`config.mk`:
```
export PLATFORM = sky130hd
export DESIGN_NAME = sample_mixer_pipe_flat
export DESIGN_NICKNAME = d
export VERILOG_FILES = /design/src/rtl/sample_mixer_if.sv /design/src/rtl/sample_mixer_pipe.sv /design/src/flat_wrapper.sv
export SDC_FILE = /design/constraint.sdc
export NUM_CORES = 1
export LEC_CHECK = 0
export ABC_CLOCK_PERIOD_IN_PS = 3500
export CORE_MARGIN = 4
export CORE_UTILIZATION = 52
export CTS_BUF_LIST = sky130_fd_sc_hd__clkbuf_4 sky130_fd_sc_hd__clkbuf_8 sky130_fd_sc_hd__clkbuf_16
export DETAILED_ROUTE_END_ITERATION = 12
export PLACE_DENSITY = 0.8
export SLEW_MARGIN = 20
export SYNTH_ARGS = -nofsm -noshare
export SYNTH_HDL_FRONTEND = slang
export SYNTH_SLANG_ARGS = --single-unit
```
`constraint.sdc`:
```
create_clock -name clk -period 3.5 [get_ports clk]
set_input_delay 0.525 -clock clk [delete_from_list [all_inputs] [get_ports clk]]
set_output_delay 0.525 -clock clk [all_outputs]
set_load 0.02 [all_outputs]
```
`src/rtl/sample_mixer_if.sv`:
```
// Handshake bundle between the drum-voice mixer and its control/codec-writer side.
// The master side is the control plus codec writer; the slave side is the mixer.
interface sample_mixer_if #(
  parameter int IN_W  = 8,
  parameter int OUT_W = 32
);
  logic             en;
  logic [IN_W-1:0]  audio0, audio1, audio2, audio3;
  logic [3:0]       mute;
  logic [1:0]       vol;
  logic             sample_ready;
  logic [OUT_W-1:0] mix_down;
  logic             sample_valid;
  logic [7:0]       drop_count;

  modport master (
    output en, audio0, audio1, audio2, audio3, mute, vol, sample_ready,
    input  mix_down, sample_valid, drop_count
  );
  modport slave (
    input  en, audio0, audio1, audio2, audio3, mute, vol, sample_ready,
    output mix_down, sample_valid, drop_count
  );
endinterface

```
`src/rtl/sample_mixer_pipe.sv`:
```
// Sample-rate paced four-voice mixer: unsigned->signed, mute, sum, left-justify,
// master attenuation, then a one-deep output buffer with drop counting.
module sample_mixer_lane #(
  parameter int IN_W = 8
) (
  input  logic [IN_W-1:0]   audio,
  input  logic              mute,
  output logic signed [IN_W:0] v
);
  // Recentre around the unsigned midpoint; one extra bit holds the sign.
  assign v = mute ? '0
                  : $signed({1'b0, audio}) - $signed({2'b01, {(IN_W-1){1'b0}}});
endmodule

module sample_mixer_pipe #(
  parameter int SAMPLE_DIV = 1042,
  parameter int IN_W       = 8,
  parameter int OUT_W      = 32,
  parameter int NUM_LANES  = 4
) (
  input  logic           clk,
  input  logic           reset,
  sample_mixer_if.slave  bus
);
  localparam int CNT_W  = $clog2(SAMPLE_DIV);
  localparam int STAGES = 2;
  localparam int SUM_W  = IN_W + 3;
  localparam int PAD    = OUT_W - SUM_W;

  typedef enum logic {EMPTY, FULL} state_t;

  logic [CNT_W-1:0]                    cnt;
  logic                                tick;
  logic [STAGES:1]                     vld_pipe;
  logic [NUM_LANES-1:0][IN_W-1:0]      audio;
  logic [NUM_LANES-1:0][IN_W:0]        lane_v;
  logic [NUM_LANES-1:0][IN_W:0]        s1_v;
  logic signed [SUM_W-1:0]             sum_c, sum_q;
  logic signed [OUT_W-1:0]             scaled;
  logic                                offer;
  state_t                              state;

  assign tick  = bus.en && (cnt == CNT_W'(SAMPLE_DIV - 1));
  assign audio = {bus.audio3, bus.audio2, bus.audio1, bus.audio0};

  for (genvar g = 0; g < NUM_LANES; g++) begin : g_lane
    sample_mixer_lane #(.IN_W(IN_W)) u_lane (
      .audio (audio[g]),
      .mute  (bus.mute[g]),
      .v     (lane_v[g])
    );
  end

  always_comb begin
    sum_c = '0;
    for (int i = 0; i < NUM_LANES; i++)
      sum_c = sum_c + $signed({{(SUM_W-IN_W-1){s1_v[i][IN_W]}}, s1_v[i]});
  end

  // Attenuation is applied on the way into the buffer, using the current vol.
  assign scaled = $signed({sum_q, {PAD{1'b0}}}) >>> bus.vol;
  assign offer  = vld_pipe[STAGES] && bus.en;

  always_ff @(posedge clk) begin
    if (!reset) begin
      cnt      <= '0;
      vld_pipe <= '0;
      s1_v     <= '0;
      sum_q    <= '0;
    end else begin
      if (!bus.en || tick) cnt <= '0;
      else                 cnt <= cnt + CNT_W'(1);
      // Dropping en flushes in-flight samples without counting them.
      if (!bus.en) vld_pipe <= '0;
      else         vld_pipe <= {vld_pipe[STAGES-1:1], tick};
      if (tick)        s1_v  <= lane_v;
      if (vld_pipe[1]) sum_q <= sum_c;
    end
  end

  always_ff @(posedge clk) begin
    if (!reset) begin
      state            <= EMPTY;
      bus.mix_down     <= '0;
      bus.sample_valid <= 1'b0;
      bus.drop_count   <= '0;
    end else begin
      case (state)
        EMPTY: if (offer) begin
          bus.mix_down     <= scaled;
          bus.sample_valid <= 1'b1;
          state            <= FULL;
        end
        FULL: begin
          if (offer && bus.sample_ready) begin
            bus.mix_down <= scaled;
          end else if (offer) begin
            if (bus.drop_count != 8'hFF) bus.drop_count <= bus.drop_count + 8'd1;
          end else if (bus.sample_ready) begin
            bus.sample_valid <= 1'b0;
            state            <= EMPTY;
          end
        end
        default: state <= EMPTY;
      endcase
    end
  end
endmodule

```
`src/flat_wrapper.sv`:
```
// flat-port wrapper written by rule: the top's interface ports become plain ports
module sample_mixer_pipe_flat 
#(
  parameter int SAMPLE_DIV = 1042,
  parameter int IN_W       = 8,
  parameter int OUT_W      = 32,
  parameter int NUM_LANES  = 4
)
  (clk, reset, bus_en, bus_audio0, bus_audio1, bus_audio2, bus_audio3, bus_mute, bus_vol, bus_sample_ready, bus_mix_down, bus_sample_valid, bus_drop_count);
  sample_mixer_if #(.IN_W(IN_W), .OUT_W(OUT_W)) bus_i ();
  input  logic clk;
  input  logic reset;
  input wire logic [$bits(bus_i.en)-1:0] bus_en;
  input wire logic [$bits(bus_i.audio0)-1:0] bus_audio0;
  input wire logic [$bits(bus_i.audio1)-1:0] bus_audio1;
  input wire logic [$bits(bus_i.audio2)-1:0] bus_audio2;
  input wire logic [$bits(bus_i.audio3)-1:0] bus_audio3;
  input wire logic [$bits(bus_i.mute)-1:0] bus_mute;
  input wire logic [$bits(bus_i.vol)-1:0] bus_vol;
  input wire logic [$bits(bus_i.sample_ready)-1:0] bus_sample_ready;
  output wire logic [$bits(bus_i.mix_down)-1:0] bus_mix_down;
  output wire logic [$bits(bus_i.sample_valid)-1:0] bus_sample_valid;
  output wire logic [$bits(bus_i.drop_count)-1:0] bus_drop_count;
  assign bus_i.en = bus_en;
  assign bus_i.audio0 = bus_audio0;
  assign bus_i.audio1 = bus_audio1;
  assign bus_i.audio2 = bus_audio2;
  assign bus_i.audio3 = bus_audio3;
  assign bus_i.mute = bus_mute;
  assign bus_i.vol = bus_vol;
  assign bus_i.sample_ready = bus_sample_ready;
  assign bus_mix_down = bus_i.mix_down;
  assign bus_sample_valid = bus_i.sample_valid;
  assign bus_drop_count = bus_i.drop_count;
  sample_mixer_pipe #(.SAMPLE_DIV(SAMPLE_DIV), .IN_W(IN_W), .OUT_W(OUT_W), .NUM_LANES(NUM_LANES)) u_core (.clk(clk), .reset(reset), .bus(bus_i));
endmodule
```
==> summary.md <==
| Metric | Value |
|---|---|
| Outcome | finished, final reports clean |
| Min-Delay Startpoint | u_core.bus.mix_down[30] |
| Largest net degree at the start of global routing | 42 |
| R2R depth | 10 |
| Crit path DAT | approximately 3.4 ns |
| Pwr Density | around 340 nW/um2 |
| Worst skew pair latency | between 0.3 and 0.4 ns |
| Post-Route M1 WL | approximately 3.7 mm |
| Final Non-Filler Cells | just over 600 |
| Cts repair resizes | 0 |
| Clock buffer depth | 2 |
| Reg2reg setup slack | approximately 0.39 ns |
| Final Core Density | around 65% |
| F_max | 321.3 MHz |
| DIE HEIGHT | a little under 100 um |
| Register area share after synthesis | 38.35% |
| Post-Syn Area per Cell | approximately 9.5 um2 |
| Logic pwr share | under 10% |
| CP top delay family | adder cells |
| RSZ-0062 raised after global routing | no |
| WHS Endpoint | u_core.bus.mix_down[30] |
| Nets | 573 |
| Area Growth Syn to Fin | 20.13% |
| Switching power | 0.3626 mW |
| Total Routing Usage GR | between 10% and 20% |
| Placed Cells incl. Taps | roughly 590 |
| Initial Utilization | a little over half |
| Std-Cell Rows | 32 |
| Netlist Area Pre-Place | about 4200 um2 |
| Layout cells sized above 1 | under 10% |
| Vias in the first global route | approximately 3000 |
| Multi-input gate area | roughly 2300 um2 |
| Die ar. | 9530 um2 |
| Clock-pin slew on the worst setup and hold paths | around 0.080 ns |
| Routability Congestion | 0.8167 |
| Worst Max-Slew Pin Slew | roughly 0.8 ns |
| # IOs | between 80 and 90 |
| Post-synth EDFFs | 0 |
| Leading area contributor after synthesis | dfxtp_1 |
| Most frequent cells in the layout | 80 x dfxtp_1, 64 x clkdlybuf4s50_1, 44 x nand2_1 |
| Commonest non-fill, non-tap cell in the layout | dfxtp_1 |
| First-pass GRT wire length | around 14 mm |
| Setup Crit Path Kind | register to register |
| Slew headroom | between 40% and 50% |
| Final hold vios | 0 |
| Starting DRT DRC Count | 127 |
| Max cap viols | 0 |
| I/O Buffers | 64 |
| Wire length on met2 | 3.755 mm |
| Seq pwr share | between 50% and 60% |
| Congestion Overflow GR | 0 |
| Yosys Warn Count | 0 |
| TritonCTS buffer count | 9 |
| Hold Path Class | register to register |
| TritonCTS clock tree | done |
| Antenna violations before repair | 0 |
| H-tree depth | 3 |
| Peak supply drop | 0.0001624 V |
| Met3 WL | about 430 um |
| Tmin final | roughly 3.1 ns |
| Hold path cells | 2 |
| Ys flop type | dfxtp_1 |
| Worst endpoint required time | ~3.8 ns |
| WL/cell | 13.08 um |
| Element type at the critical path end | register |
| Fill count | just under 700 |
| Final setup viols | 0 |
| Post-CTS Hold Buffers | 0 |
| CP Launch Type | register |
| RR Startpoint | u_core.s1_v[11] |
| Root buf cell | clkbuf_8 |
| Max-slew violation count | 0 |
| Int Pwr | roughly 1.3 mW |
| Antenna Nets Post-Route | 0 |
| Core area | 7767 um2 |
| Final period util | approximately nine tenths |
| Total power | about 1.7 mW |
| Cells after synthesis | 440 |
| Area contributors post-synth | dfxtp_1 38%, fa_1 8.1%, a22o_1 5.9%, nand2_1 4.0%, ha_1 3.9% |
| CP cell instances | inv_1, fa_1, fa_1, inv_1, ha_1, a211oi_1, nor2_1, o21a_1, o2111a_1, o31ai_1 |
| Post-detail-place hpwl | between 6 and 7 mm |
| Clock share of power | about 40% |
| Uppermost layer routed | met4 |
| DRC errors left | 0 |
| Setup TNS | 0 ns |
| Number of synthesized register bits | 80 |
| Leak | a little under 2 nW |
| DRT Wirelength | slightly below 8 mm |
| Reg-to-Reg End | u_core.sum_q[10] |
| CP bufs+invs | 2 |
| CP peak stage delay | 0.58 ns |
| Asr flop ratio synth | 0% |
| DRT Pass-1 Iters | 5 |
| Chip width | 97.62 um |
| Final Skew | 0.007138 ns |
| Vias per cell | between 5 and 6 |
| Post-synthesis cell type count | 51 |
| # diodes | 0 |
| Crit-path slowest cell | fa_1 |
| TritonCTS Sinks | 80 |
| FF+latch area | about 1600 um2 |
| CP max FO | 2 |
| Synth top area share | about two fifths |
| Switching share of power | between 20% and 30% |
| Vias | 3178 |
| Post-CTS setup buffers | 0 |
==> cell usage after synthesis, types with 4 or more instances <==
| master | number |
|---|---|
| dfxtp_1 | 80 |
| nand2_1 | 44 |
| inv_1 | 41 |
| a22o_1 | 28 |
| nor2_1 | 21 |
| buf_4 | 19 |
| nand3_1 | 18 |
| fa_1 | 17 |
| a21boi_0 | 14 |
| ha_1 | 13 |
| mux2i_1 | 10 |
| nor2b_1 | 10 |
| xnor2_1 | 10 |
| o211ai_1 | 9 |
| o21ai_0 | 8 |
| buf_2 | 7 |
| clkbuf_1 | 7 |
| and2_1 | 6 |
| and3_1 | 6 |
| mux2_2 | 5 |
| o31ai_1 | 5 |
| a21oi_1 | 4 |
| nor2_4 | 4 |
| nor3_1 | 4 |
| xor2_1 | 4 |
==> metal layers <==
| metal | up-vias | track usage [%] |
|---|---|---|
| li1 | 1606 | - |
| met1 | 1480 | 21.82 |
| met2 | 84 | 27.41 |
| met3 | 8 | 3.302 |
| met4 | 0 | 6.816 |
| met5 | - | 0 |
==> worst max path at each step <==
| stage | depth (start not counted) | startpoint | to |
|---|---|---|---|
| after floorplan | 10 | u_core.s1_v[2] | u_core.sum_q[6] |
| after global placement | 10 | u_core.s1_v[2] | u_core.sum_q[6] |
| after detailed placement | 10 | u_core.s1_v[2] | u_core.sum_q[6] |
| after CTS | 10 | u_core.s1_v[11] | u_core.sum_q[10] |
| after global routing | 10 | u_core.s1_v[2] | u_core.sum_q[10] |
| final | 10 | u_core.s1_v[11] | u_core.sum_q[10] |
==> sequential cells by signal (all words and copies together), names as in the netlist <==
| signal | cells |
|---|---|
| u_core.state | 1 |
| u_core.cnt | 11 |
| u_core.bus.drop_count | 8 |
| u_core.vld_pipe | 2 |
| u_core.sum_q | 11 |
| u_core.bus.sample_valid | 1 |
| u_core.bus.mix_down | 14 |
| u_core.s1_v | 32 |
==> worst min-delay path: stages, from the launching register on <==
cell and delay, ns:
dfxtp_1 0.31, nand2_1 0.05, a21boi_0 0.06
==> through the flow <==
stage	setup slack (ns)	instance area, um2	hold WS, ns
global route	0.2133	5017	0.4807
finish	0.3875	5017	0.4639
CTS	0.4400	5017	0.4677
global placement	0.5686	4823	0.4526
floorplan	0.6657	4240	0.4448
detailed placement	0.4700	4823	0.4591
==> power groups by stage <==
stage	Clock (mW)	Combinational, mW	Sequential, mW
2_1_floorplan	0	0.0634	0.933
3_3_place_gp	0	0.101	0.933
3_5_place_dp	0	0.102	0.933
4_1_cts	0.689	0.102	0.912
5_1_grt	0.725	0.109	0.912
6_report	0.669	0.102	0.912
==> cell families (layout without fill, tap and decap cells) <==
group | Yosys count | in the layout | share of synthesized area, %
AND/OR/NAND/NOR | 136 | 136 | 17.50
AO/OA/AOI/OAI | 88 | 88 | 16.60
flip-flops | 80 | 80 | 38.35
buffers and inverters | 76 | 123 | 8.748
adder cells (fa/ha/maj) | 30 | 30 | 12.04
multiplexers | 15 | 15 | 3.745
XOR/XNOR | 14 | 14 | 2.936
other | 1 | 18 | 0.08979
==> area by class of cell <==
| cell class | instances | share of cell area (%) |
|---|---|---|
| multi-input combinational | 301 | 45.31 |
| clock inverter | 3 | 0.8479 |
| sequential | 80 | 31.92 |
| timing repair buffer | 67 | 13.22 |
| inverter | 42 | 3.142 |
| clock buffer | 11 | 3.017 |
| tap | 102 | 2.544 |
(Power assumes the default switching activity.)
